===== src/rtl/i2c_cfg_pkg.sv =====
// Shared configuration for the I2C codec-setup path.
// Holds the I2C word width, the WM8731 device address and register words,
// pad pull constants, the sequencer state encoding and a width helper.
`ifndef I2C_DATA_WIDTH
`define I2C_DATA_WIDTH 24
`endif
`ifndef I2C_ADDR
`define I2C_ADDR 8'h34
`endif
`ifndef PULLUP
`define PULLUP 1'b1
`endif
`ifndef PULLDOWN
`define PULLDOWN 1'b0
`endif

package i2c_cfg_pkg;

  localparam int         I2C_DATA_WIDTH = `I2C_DATA_WIDTH;
  localparam logic [7:0] I2C_ADDR       = `I2C_ADDR;
  localparam logic       PULLUP         = `PULLUP;
  localparam logic       PULLDOWN       = `PULLDOWN;

  // WM8731 register words: {7-bit register address, 9-bit value}.
  localparam logic [15:0] WM_RESET   = 16'h1E00;
  localparam logic [15:0] WM_LLINE   = 16'h0017;
  localparam logic [15:0] WM_RLINE   = 16'h0217;
  localparam logic [15:0] WM_LHP     = 16'h0479;
  localparam logic [15:0] WM_RHP     = 16'h0679;
  localparam logic [15:0] WM_ANALOG  = 16'h0812;
  localparam logic [15:0] WM_DIGITAL = 16'h0A06;
  localparam logic [15:0] WM_POWER   = 16'h0C00;
  localparam logic [15:0] WM_FORMAT  = 16'h0E01;
  localparam logic [15:0] WM_SAMPLE  = 16'h1002;
  localparam logic [15:0] WM_ACTIVE  = 16'h1201;

  typedef enum logic [2:0] {
    ST_IDLE  = 3'd0,
    ST_LOAD  = 3'd1,
    ST_START = 3'd2,
    ST_WAIT  = 3'd3,
    ST_GAP   = 3'd4,
    ST_DONE  = 3'd5,
    ST_ERROR = 3'd6
  } seq_state_e;

  // $clog2 that never returns 0, so single-entry counters still get one bit.
  function automatic int clog2_min1(input int n);
    return (n <= 2) ? 1 : $clog2(n);
  endfunction

endpackage


===== src/rtl/i2c_reg_sequencer.sv =====
// Walks a table of NUM_REGS I2C write words and hands each one to an I2C
// controller through a start/done/ack handshake, with bounded retries, a
// per-transfer timeout, an inter-attempt gap and error reporting.
// Ports:
//   clk_i, rst_i          - clock, asynchronous active-high reset
//   start_i               - run request (honoured in IDLE/DONE/ERROR)
//   tbl_idx_o/tbl_data_i  - table lookup (data is combinational from idx)
//   i2c_data_o/start_o    - word and one-cycle request to the controller
//   i2c_done_i/ack_i      - controller completion pulse and ack status
//   busy_o/done_o/err_o   - run status; done/err hold until the next run
//   err_idx_o             - failing entry while err_o is high
//   retry_cnt_o           - failed attempts on the current entry
module i2c_reg_sequencer
  import i2c_cfg_pkg::*;
#(
  parameter  int NUM_REGS       = 11,
  parameter  int DATA_WIDTH     = I2C_DATA_WIDTH,
  parameter  int MAX_RETRIES    = 3,
  parameter  int TIMEOUT_CYCLES = 65535,
  parameter  int GAP_CYCLES     = 16,
  parameter  bit AUTO_START     = 1'b1,
  localparam int IDX_W          = clog2_min1(NUM_REGS),
  localparam int RTY_W          = clog2_min1(MAX_RETRIES + 1)
) (
  input  logic                  clk_i,
  input  logic                  rst_i,
  input  logic                  start_i,
  output logic [IDX_W-1:0]      tbl_idx_o,
  input  logic [DATA_WIDTH-1:0] tbl_data_i,
  output logic [DATA_WIDTH-1:0] i2c_data_o,
  output logic                  i2c_start_o,
  input  logic                  i2c_done_i,
  input  logic                  i2c_ack_i,
  output logic                  busy_o,
  output logic                  done_o,
  output logic                  err_o,
  output logic [IDX_W-1:0]      err_idx_o,
  output logic [RTY_W-1:0]      retry_cnt_o
);

  localparam int TMO_W = $clog2(TIMEOUT_CYCLES + 1);
  localparam int GAP_W = clog2_min1(GAP_CYCLES + 1);

  localparam logic [IDX_W-1:0] LAST_IDX = IDX_W'(NUM_REGS - 1);
  localparam logic [RTY_W-1:0] RTY_MAX  = RTY_W'(MAX_RETRIES);
  localparam logic [TMO_W-1:0] TMO_LAST = TMO_W'(TIMEOUT_CYCLES - 1);
  localparam logic [TMO_W-1:0] TMO_SAT  = {TMO_W{1'b1}};
  localparam logic [GAP_W-1:0] GAP_LAST = GAP_W'((GAP_CYCLES > 0) ? GAP_CYCLES - 1 : 0);

  // With no gap configured, the next attempt loads immediately.
  localparam seq_state_e AFTER_ATTEMPT = (GAP_CYCLES == 0) ? ST_LOAD : ST_GAP;

  seq_state_e            state_q;
  logic [IDX_W-1:0]      idx_q;
  logic [IDX_W-1:0]      err_idx_q;
  logic [RTY_W-1:0]      rty_q;
  logic [TMO_W-1:0]      tmo_q;
  logic [GAP_W-1:0]      gap_q;
  logic [DATA_WIDTH-1:0] data_q;
  logic                  start_q;
  logic                  busy_q;
  logic                  done_q;
  logic                  err_q;
  logic                  auto_q;   // one-shot run request on the first clock after reset

  logic run_req;
  assign run_req = start_i | auto_q;

  // NOTE: asynchronous reset in the sensitivity list, and non-blocking assignments
  // for all state so every flop samples pre-edge values.
  always_ff @(posedge clk_i or posedge rst_i) begin
    if (rst_i) begin
      state_q   <= ST_IDLE;
      idx_q     <= '0;
      err_idx_q <= '0;
      rty_q     <= '0;
      tmo_q     <= '0;
      gap_q     <= '0;
      data_q    <= '0;
      start_q   <= 1'b0;
      busy_q    <= 1'b0;
      done_q    <= 1'b0;
      err_q     <= 1'b0;
      auto_q    <= AUTO_START;
    end else begin
      auto_q  <= 1'b0;
      start_q <= 1'b0;
      case (state_q)
        ST_IDLE, ST_DONE, ST_ERROR: begin
          if (run_req) begin
            idx_q   <= '0;
            rty_q   <= '0;
            done_q  <= 1'b0;
            err_q   <= 1'b0;
            busy_q  <= 1'b1;
            state_q <= ST_LOAD;
          end
        end
        ST_LOAD: begin
          data_q  <= tbl_data_i;
          start_q <= 1'b1;          // high for exactly the START cycle
          state_q <= ST_START;
        end
        ST_START: begin
          tmo_q   <= '0;
          state_q <= ST_WAIT;
        end
        ST_WAIT: begin
          gap_q <= '0;
          // Done is tested first so it wins over a coincident timeout.
          if (i2c_done_i && i2c_ack_i) begin
            rty_q <= '0;
            if (idx_q == LAST_IDX) begin
              done_q  <= 1'b1;
              busy_q  <= 1'b0;
              state_q <= ST_DONE;
            end else begin
              idx_q   <= idx_q + IDX_W'(1);
              state_q <= AFTER_ATTEMPT;
            end
          end else if (i2c_done_i || (tmo_q == TMO_LAST)) begin
            if (rty_q == RTY_MAX) begin
              err_q     <= 1'b1;
              err_idx_q <= idx_q;
              busy_q    <= 1'b0;
              state_q   <= ST_ERROR;
            end else begin
              rty_q   <= rty_q + RTY_W'(1);
              state_q <= AFTER_ATTEMPT;
            end
          end else if (tmo_q != TMO_SAT) begin
            tmo_q <= tmo_q + TMO_W'(1);
          end
        end
        ST_GAP: begin
          if (gap_q == GAP_LAST) begin
            state_q <= ST_LOAD;
          end else begin
            gap_q <= gap_q + GAP_W'(1);
          end
        end
        default: state_q <= ST_IDLE;
      endcase
    end
  end

  assign tbl_idx_o   = idx_q;
  assign i2c_data_o  = data_q;
  assign i2c_start_o = start_q;
  assign busy_o      = busy_q;
  assign done_o      = done_q;
  assign err_o       = err_q;
  assign err_idx_o   = err_idx_q;
  assign retry_cnt_o = rty_q;

endmodule


===== config.mk =====
export PLATFORM = sky130hd
export DESIGN_NAME = i2c_reg_sequencer
export DESIGN_NICKNAME = d
export VERILOG_FILES = /design/src/rtl/i2c_cfg_pkg.sv /design/src/rtl/i2c_reg_sequencer.sv
export SDC_FILE = /design/constraint.sdc
export NUM_CORES = 1
export LEC_CHECK = 0
export CAP_MARGIN = 20
export CORE_MARGIN = 2
export CORE_UTILIZATION = 54
export CTS_CLUSTER_DIAMETER = 120
export DETAILED_ROUTE_END_ITERATION = 6
export PLACE_DENSITY = 0.93
export SLEW_MARGIN = 10
export SYNTH_ARGS = -nofsm -noshare
export SYNTH_HDL_FRONTEND = slang
export SYNTH_SLANG_ARGS = --single-unit

===== constraint.sdc =====
create_clock -name clk_i -period 3.9 [get_ports clk_i]
set_input_delay 0.585 -clock clk_i [delete_from_list [all_inputs] [get_ports clk_i]]
set_output_delay 0.585 -clock clk_i [all_outputs]
set_load 0.01 [all_outputs]

==> results.yml, run 1 <==
run_status:
  outcome: "finished, final reports clean"
timing:
  tightest_slew_ns: 0.9637
  relSlewSlack_pct: 35.53
  fmax_mhz: 425.9
  finalCriticalPeriod_ns: 2.348
  period_share_pct: 60.20
  hold_violations: 0
  maxSlewViolCount: 0
  final_critical_path_setup_slack_ns: 1.552
  finalSetupViolations: 0
  fin_worst_skew_ns: 0.008185
  hold_ws_ns: 0.4975
  rsz0062_at_grt: "no"
  setup_tns_ns: 0
setup_path:
  critPathCaptureType: "flop"
  worstPathMaxFanout: 19
  path_class: "flop to flop"
  startpoint: "tmo_q[0]$_DFFE_PP0P_"
  crit_required_ns: 4.13
  reg2reg_to: "err_idx_o[1]$_DFFE_PP0P_"
  ff2ff_path_depth: 6
  critPathCapture: "err_idx_o[1]$_DFFE_PP0P_"
  cp_top_family: "compound AO/OA/AOI/OAI gates"
  cpPeakStageDelay_ns: 0.80
  critPathBufInv: 1
  critPathLaunchType: "flop"
  cp_data_arrival_time_ns: 2.57
  path_cells: "inv_1 > ha_1 > nand4_1 > o41ai_4 > nand4_4 > mux2_2"
  slowest_stage: "o41ai_4"
  ff2ff_setup_slack_ns: 1.55
  path_depth: 6
  reg2reg_from: "tmo_q[0]$_DFFE_PP0P_"
routing:
  highest_layer: "met4"
  drt-total-wl_um: 6580
  via_per_inst: 5.646
  drc: 0
  dr_wl_met3_um: 352
  antenna_left: 0
  drtIter0Drc: 175
  vias: 2360
  first_pass_iters: 4
  wl_met2_um: 3478
  wl_met1_um: 2667
  avgRoutedWirePerCell_um: 15.74
die:
  ios: 67
  die_h_um: 78.51
  core_um2: 5439
  initial_core_util_pct: 55.12
  num_rows: 27
  fp.dieArea_um2: 6164
  die_x_um: 78.51
synth:
  synth_flop_cell: "dfrtp_1"
  synth_edf_count: 0
  synth_cells: 271
  synth_xor_area_share_pct: 4.674
  seq_area_frac_synth_pct: 52.63
  muxShareOfSynthArea_pct: 10.85
  yosysWarnings: 0
  syn_avg_cell_area_um2: 11.06
  synth-compound-area-share_pct: 8.347
  synth_seq_cells: 63
  synth_fa_ha_area_share_pct: 2.922
  mappedNetlistArea_um2: 2998
  synth_top_family_by_area: "simple AND/OR/NAND/NOR gates"
  synth-simple-area-share_pct: 17.61
  synthArstFlopShare_pct: 100.0
  synthDistinctLibCells: 41
  syn_nets: 307
global_route:
  grt_pass1_wl_um: 10830
  first_global_vias: 2308
  grt_overflow: 0
  grt_usage_pct: 23.05
  grt_start_max_net_pins: 39
  antenna_found_initial: 0
placement:
  place.gp.congestion: 0.8598
  place_inst: 400
  dpl_cell_area_um2: 3711
  dp_hpwl_um: 4443
  place_ws_ns: 1.585
  portBuffers: 66
cts:
  clockBufferDepth: 2
  cts_tree: "done"
  cts_resized: 0
  clock_sinks: 63
  clk_latency_ns: 0.35
  hold_buffers: 0
  h-tree-depth: 3
  cts_inserted_buffers: 9
  clk_pin_slew_ns: 0.07
  cts_setup_buffers: 0
  cts-root-buf: "clkbuf_8"
layout:
  finish.net_count: 377
  finalNonFillerCells: 418
  fillCellCount: 344
  drive_gt1_share_pct: 15.90
  final_common_cell: "clkdlybuf4s50_1"
  design_area_um2: 3954
  final_util_pct: 72.69
  antennaDiodeCount: 0
  final_cell_mix: "clkdlybuf4s50_1, dfrtp_1, nor2_1"
  area_delta_synth_final_pct: 31.89
pwr:
  ir_worst_vdd_uv: 390.6
  power.share.clock_pct: 23.3
  p_sw_share_pct: 33.52
  internal-power_mw: 1.820
  switchingPower_uw: 917.9
  power.total_mw: 2.738
  comb_power_share_pct: 39.4
  p_seq_share_pct: 37.3
  leakage_nw: 1.685
  p_per_area_nw_per_um2: 692.5
hold_path:
  hold_path_class: "flop to flop"
flow_run:
  cap_violations: 0
[layout make-up]
type	instances	area, µm²	share of cell area (%)
clock inverter	5	81.33	2.057
timing repair buffer	69	688.2	17.41
tap	72	90.09	2.278
inverter	9	33.78	0.8544
clock buffer	11	141.4	3.576
sequential	63	1578	39.91
multi-input combinational	189	1341	33.92
[Yosys cell counts, drive strengths merged, types with 2 or more instances]
master | number | share of area [%]
inv | 9 | 1.1
and2 | 2 | 0.42
a311oi | 2 | 0.58
buf | 6 | 1.2
nor2b | 2 | 0.42
xnor2 | 15 | 4.4
dfrtp | 62 | 52
clkbuf | 4 | 0.50
nor4 | 7 | 1.5
nor2 | 29 | 3.6
nand4 | 9 | 2.9
a22o | 3 | 0.88
o211ai | 2 | 0.50
a21oi | 12 | 2.0
nand2 | 22 | 2.8
o21ai | 6 | 1.0
mux2 | 28 | 11
nor3 | 13 | 2.2
ha | 7 | 2.9
nand3 | 8 | 1.3
and3 | 4 | 0.83
or4 | 2 | 0.50
o41ai | 3 | 1.8
[worst reg2reg max path, delay by kind of cell, from the launching register on]
family | cells | cell delay (ns)
buffers and inverters | 1 | 0.11
multiplexers | 1 | 0.35
AO/OA/AOI/OAI | 1 | 0.80
AND/OR/NAND/NOR | 2 | 0.39
flip-flops | 1 | 0.41
adder cells (fa/ha/maj) | 1 | 0.17
[power groups by stage]
stage	sequential [mW]	clock [mW]	combinational, mW
6_report	1.02	0.637	1.08
5_1_grt	1.05	0.675	1.17
4_1_cts	1.02	0.644	1.07
3_3_place_gp	1.01	0	1.02
2_1_floorplan	1.05	0	0.573
3_5_place_dp	1.03	0	1.05
[logic make-up (layout without fill, tap and decap cells)]
family          after synthesis  after routing
fa+ha+maj                     7              7
xor+xnor                     16             16
compound gates               34             34
simple gates                102            102
buf+inv                      19             94
other cells                   1              1
flops                        63             63
mux                          29             29
[routing by layer]
| metal | vias up | track usage, % |
|---|---|---|
| met1 | 1165 | 27.81 |
| li1 | 1111 | - |
| met2 | 75 | 39.06 |
| met4 | 0 | 11.58 |
| met3 | 9 | 4.828 |
| met5 | - | 0 |
[worst min-delay path by stage]
stage	startpoint	to	slack [ns]	cells after the start
detailed placement	err_idx_o[0]$_DFFE_PP0P_	err_idx_o[0]$_DFFE_PP0P_	0.49	2
global route	i2c_data_o[14]$_DFFE_PP0P_	i2c_data_o[14]$_DFFE_PP0P_	0.52	1
floorplan	gap_q[2]$_DFFE_PP0P_	gap_q[2]$_DFFE_PP0P_	0.49	1
CTS	err_idx_o[0]$_DFFE_PP0P_	err_idx_o[0]$_DFFE_PP0P_	0.50	2
finish	err_idx_o[0]$_DFFE_PP0P_	err_idx_o[0]$_DFFE_PP0P_	0.50	2
global placement	i2c_data_o[20]$_DFFE_PP0P_	i2c_data_o[20]$_DFFE_PP0P_	0.49	1
[state kept, by name, indices dropped and copies added (netlist names)]
register,count
retry_cnt_o,2
err_idx_o,4
i2c_start_o,1
tmo_q,16
i2c_data_o,24
state_q,3
auto_q,1
err_o,1
busy_o,1
done_o,1
gap_q,5
tbl_idx_o,4
(Power assumes the default switching activity.)
==> run 2: changes to the inputs <==
--- a/config.mk
+++ b/config.mk
@@ -7,10 +7,10 @@
 export LEC_CHECK = 0
 export CAP_MARGIN = 20
 export CORE_MARGIN = 2
-export CORE_UTILIZATION = 54
+export CORE_UTILIZATION = 50
 export CTS_CLUSTER_DIAMETER = 120
 export DETAILED_ROUTE_END_ITERATION = 6
-export PLACE_DENSITY = 0.93
+export PLACE_DENSITY = 0.87
 export SLEW_MARGIN = 10
 export SYNTH_ARGS = -nofsm -noshare
 export SYNTH_HDL_FRONTEND = slang
==> constraint.sdc (replaced) <==
create_clock -name clk_i -period 2.5 [get_ports clk_i]
set_input_delay 0.375 -clock clk_i [delete_from_list [all_inputs] [get_ports clk_i]]
set_output_delay 0.375 -clock clk_i [all_outputs]
set_load 0.01 [all_outputs]
==> results.yml, run 2 (synthesis results as in run 1) <==
timing:
  hold_violations: 0
  finalCriticalPeriod_ns: 2.102
  fmax_mhz: 475.8
  hold_ws_ns: 0.3912
  tightest_slew_ns: 0.5420
  finalSetupViolations: 0
  period_share_pct: 84.07
  rsz0062_at_grt: "no"
  maxSlewViolCount: 0
  relSlewSlack_pct: 63.81
  fin_worst_skew_ns: 0.009703
  setup_tns_ns: 0
  final_critical_path_setup_slack_ns: 0.3983
placement:
  place.gp.congestion: 0.9417
  portBuffers: 66
  dp_hpwl_um: 4604
  place_ws_ns: 0.4325
  place_inst: 410
setup_path:
  critPathCaptureType: "flop"
  path_class: "flop to flop"
  ff2ff_setup_slack_ns: 0.40
  critPathLaunchType: "flop"
  cp_data_arrival_time_ns: 2.39
  crit_required_ns: 2.79
  worstPathMaxFanout: 10
global_route:
  antenna_found_initial: 0
  grt_start_max_net_pins: 28
  grt_overflow: 0
  first_global_vias: 2282
  grt_pass1_wl_um: 10940
  grt_usage_pct: 22.14
cts:
  cts-root-buf: "clkbuf_8"
  cts_tree: "done"
  cts_setup_buffers: 0
  clk_latency_ns: 0.34
  clock_sinks: 63
  clockBufferDepth: 2
  clk_pin_slew_ns: 0.07
  cts_resized: 0
  hold_buffers: 0
  h-tree-depth: 3
  cts_inserted_buffers: 9
pwr:
  ir_worst_vdd_uv: 715.7
  internal-power_mw: 2.785
  power.share.clock_pct: 21.8
  p_sw_share_pct: 33.55
  switchingPower_mw: 1.406
  leakage_nw: 1.706
  comb_power_share_pct: 40.4
  p_per_area_nw_per_um2: 1054
  p_seq_share_pct: 37.8
layout:
  area_delta_synth_final_pct: 32.60
  finish.net_count: 382
  finalNonFillerCells: 426
  final_cell_mix: "clkdlybuf4s50_1, dfrtp_1, nor2_1"
  drive_gt1_share_pct: 17.09
  antennaDiodeCount: 0
  final_util_pct: 67.94
  final_common_cell: "clkdlybuf4s50_1"
  largest_reg_flops: 24
routing:
  drt-total-wl_um: 6544
  antenna_left: 0
  drtIter0Drc: 137
  drc: 0
  vias: 2338
  via_per_inst: 5.488
  avgRoutedWirePerCell_um: 15.36
  first_pass_iters: 4
die:
  fp.dieArea_um2: 6631
  core_um2: 5851
  ios: 67
  num_rows: 28
  initial_core_util_pct: 51.24
  die_h_um: 81.43
  die_x_um: 81.43
hold_path:
  hold_path_class: "input port to asynchronous set/reset pin"
flow_run:
  cap_violations: 0
run_status:
  outcome: "finished, final reports clean"
-- run 2: layer usage --
| metal | track usage [%] | share of wire, % |
|---|---|---|
| met1 | 28.15 | 42 |
| met2 | 36.23 | 52 |
| met3 | 4.945 | 4.8 |
| met4 | 10.00 | 1.1 |
| met5 | 0 | 0 |
-- run 2: power groups by stage --
stage | logic (mW) | registers (mW) | clock network (mW)
after floorplan | 0.894 | 1.63 | 0
after global placement | 1.64 | 1.58 | 0
after detailed placement | 1.69 | 1.60 | 0
after CTS | 1.71 | 1.58 | 0.935
after global routing | 1.84 | 1.63 | 0.980
final | 1.69 | 1.58 | 0.914
-- run 2: through the flow --
| step | power (mW) | cell area [µm²] |
|---|---|---|
| 3_5_place_dp | 3.290 | 3767 |
| 5_1_grt | 4.446 | 3975 |
| 6_report | 4.191 | 3975 |
| 3_3_place_gp | 3.220 | 3767 |
| 2_1_floorplan | 2.527 | 2998 |
| 4_1_cts | 4.225 | 3975 |
-- run 2: worst paths after layout --
kind,endpoint,depth (start not counted),start
min in group clk_i,err_idx_o[0]$_DFFE_PP0P_,2,err_idx_o[0]$_DFFE_PP0P_
setup / recovery,tbl_idx_o[3]$_DFFE_PP0P_,5,state_q[1]$_DFFE_PP0P_
max in group asynchronous,tmo_q[11]$_DFFE_PP0P_,3,rst_i
hold reg to reg,err_idx_o[0]$_DFFE_PP0P_,2,err_idx_o[0]$_DFFE_PP0P_
setup reg to reg,tbl_idx_o[3]$_DFFE_PP0P_,5,state_q[1]$_DFFE_PP0P_
hold / removal,i2c_data_o[12]$_DFFE_PP0P_,2,rst_i
-- run 2: area by class of cell --
| cell class | count | area [µm²] |
|---|---|---|
| Clock buffer | 12 | 155.1 |
| Clock inverter | 4 | 52.55 |
| Fill cell | 421 | 1876 |
| Inverter | 9 | 33.78 |
| Multi-Input combinational cell | 189 | 1341 |
| Sequential cell | 63 | 1578 |
| Tap cell | 75 | 93.84 |
| Timing Repair Buffer | 74 | 720.7 |
-- run 2: worst max-delay path, cell delays in order, from the launching register on --
cell	delay [ns]
dfrtp_1	0.54
nor2b_1	0.28
and2_1	0.35
nand4_1	0.28
or4_1	0.52
nand2_1	0.08
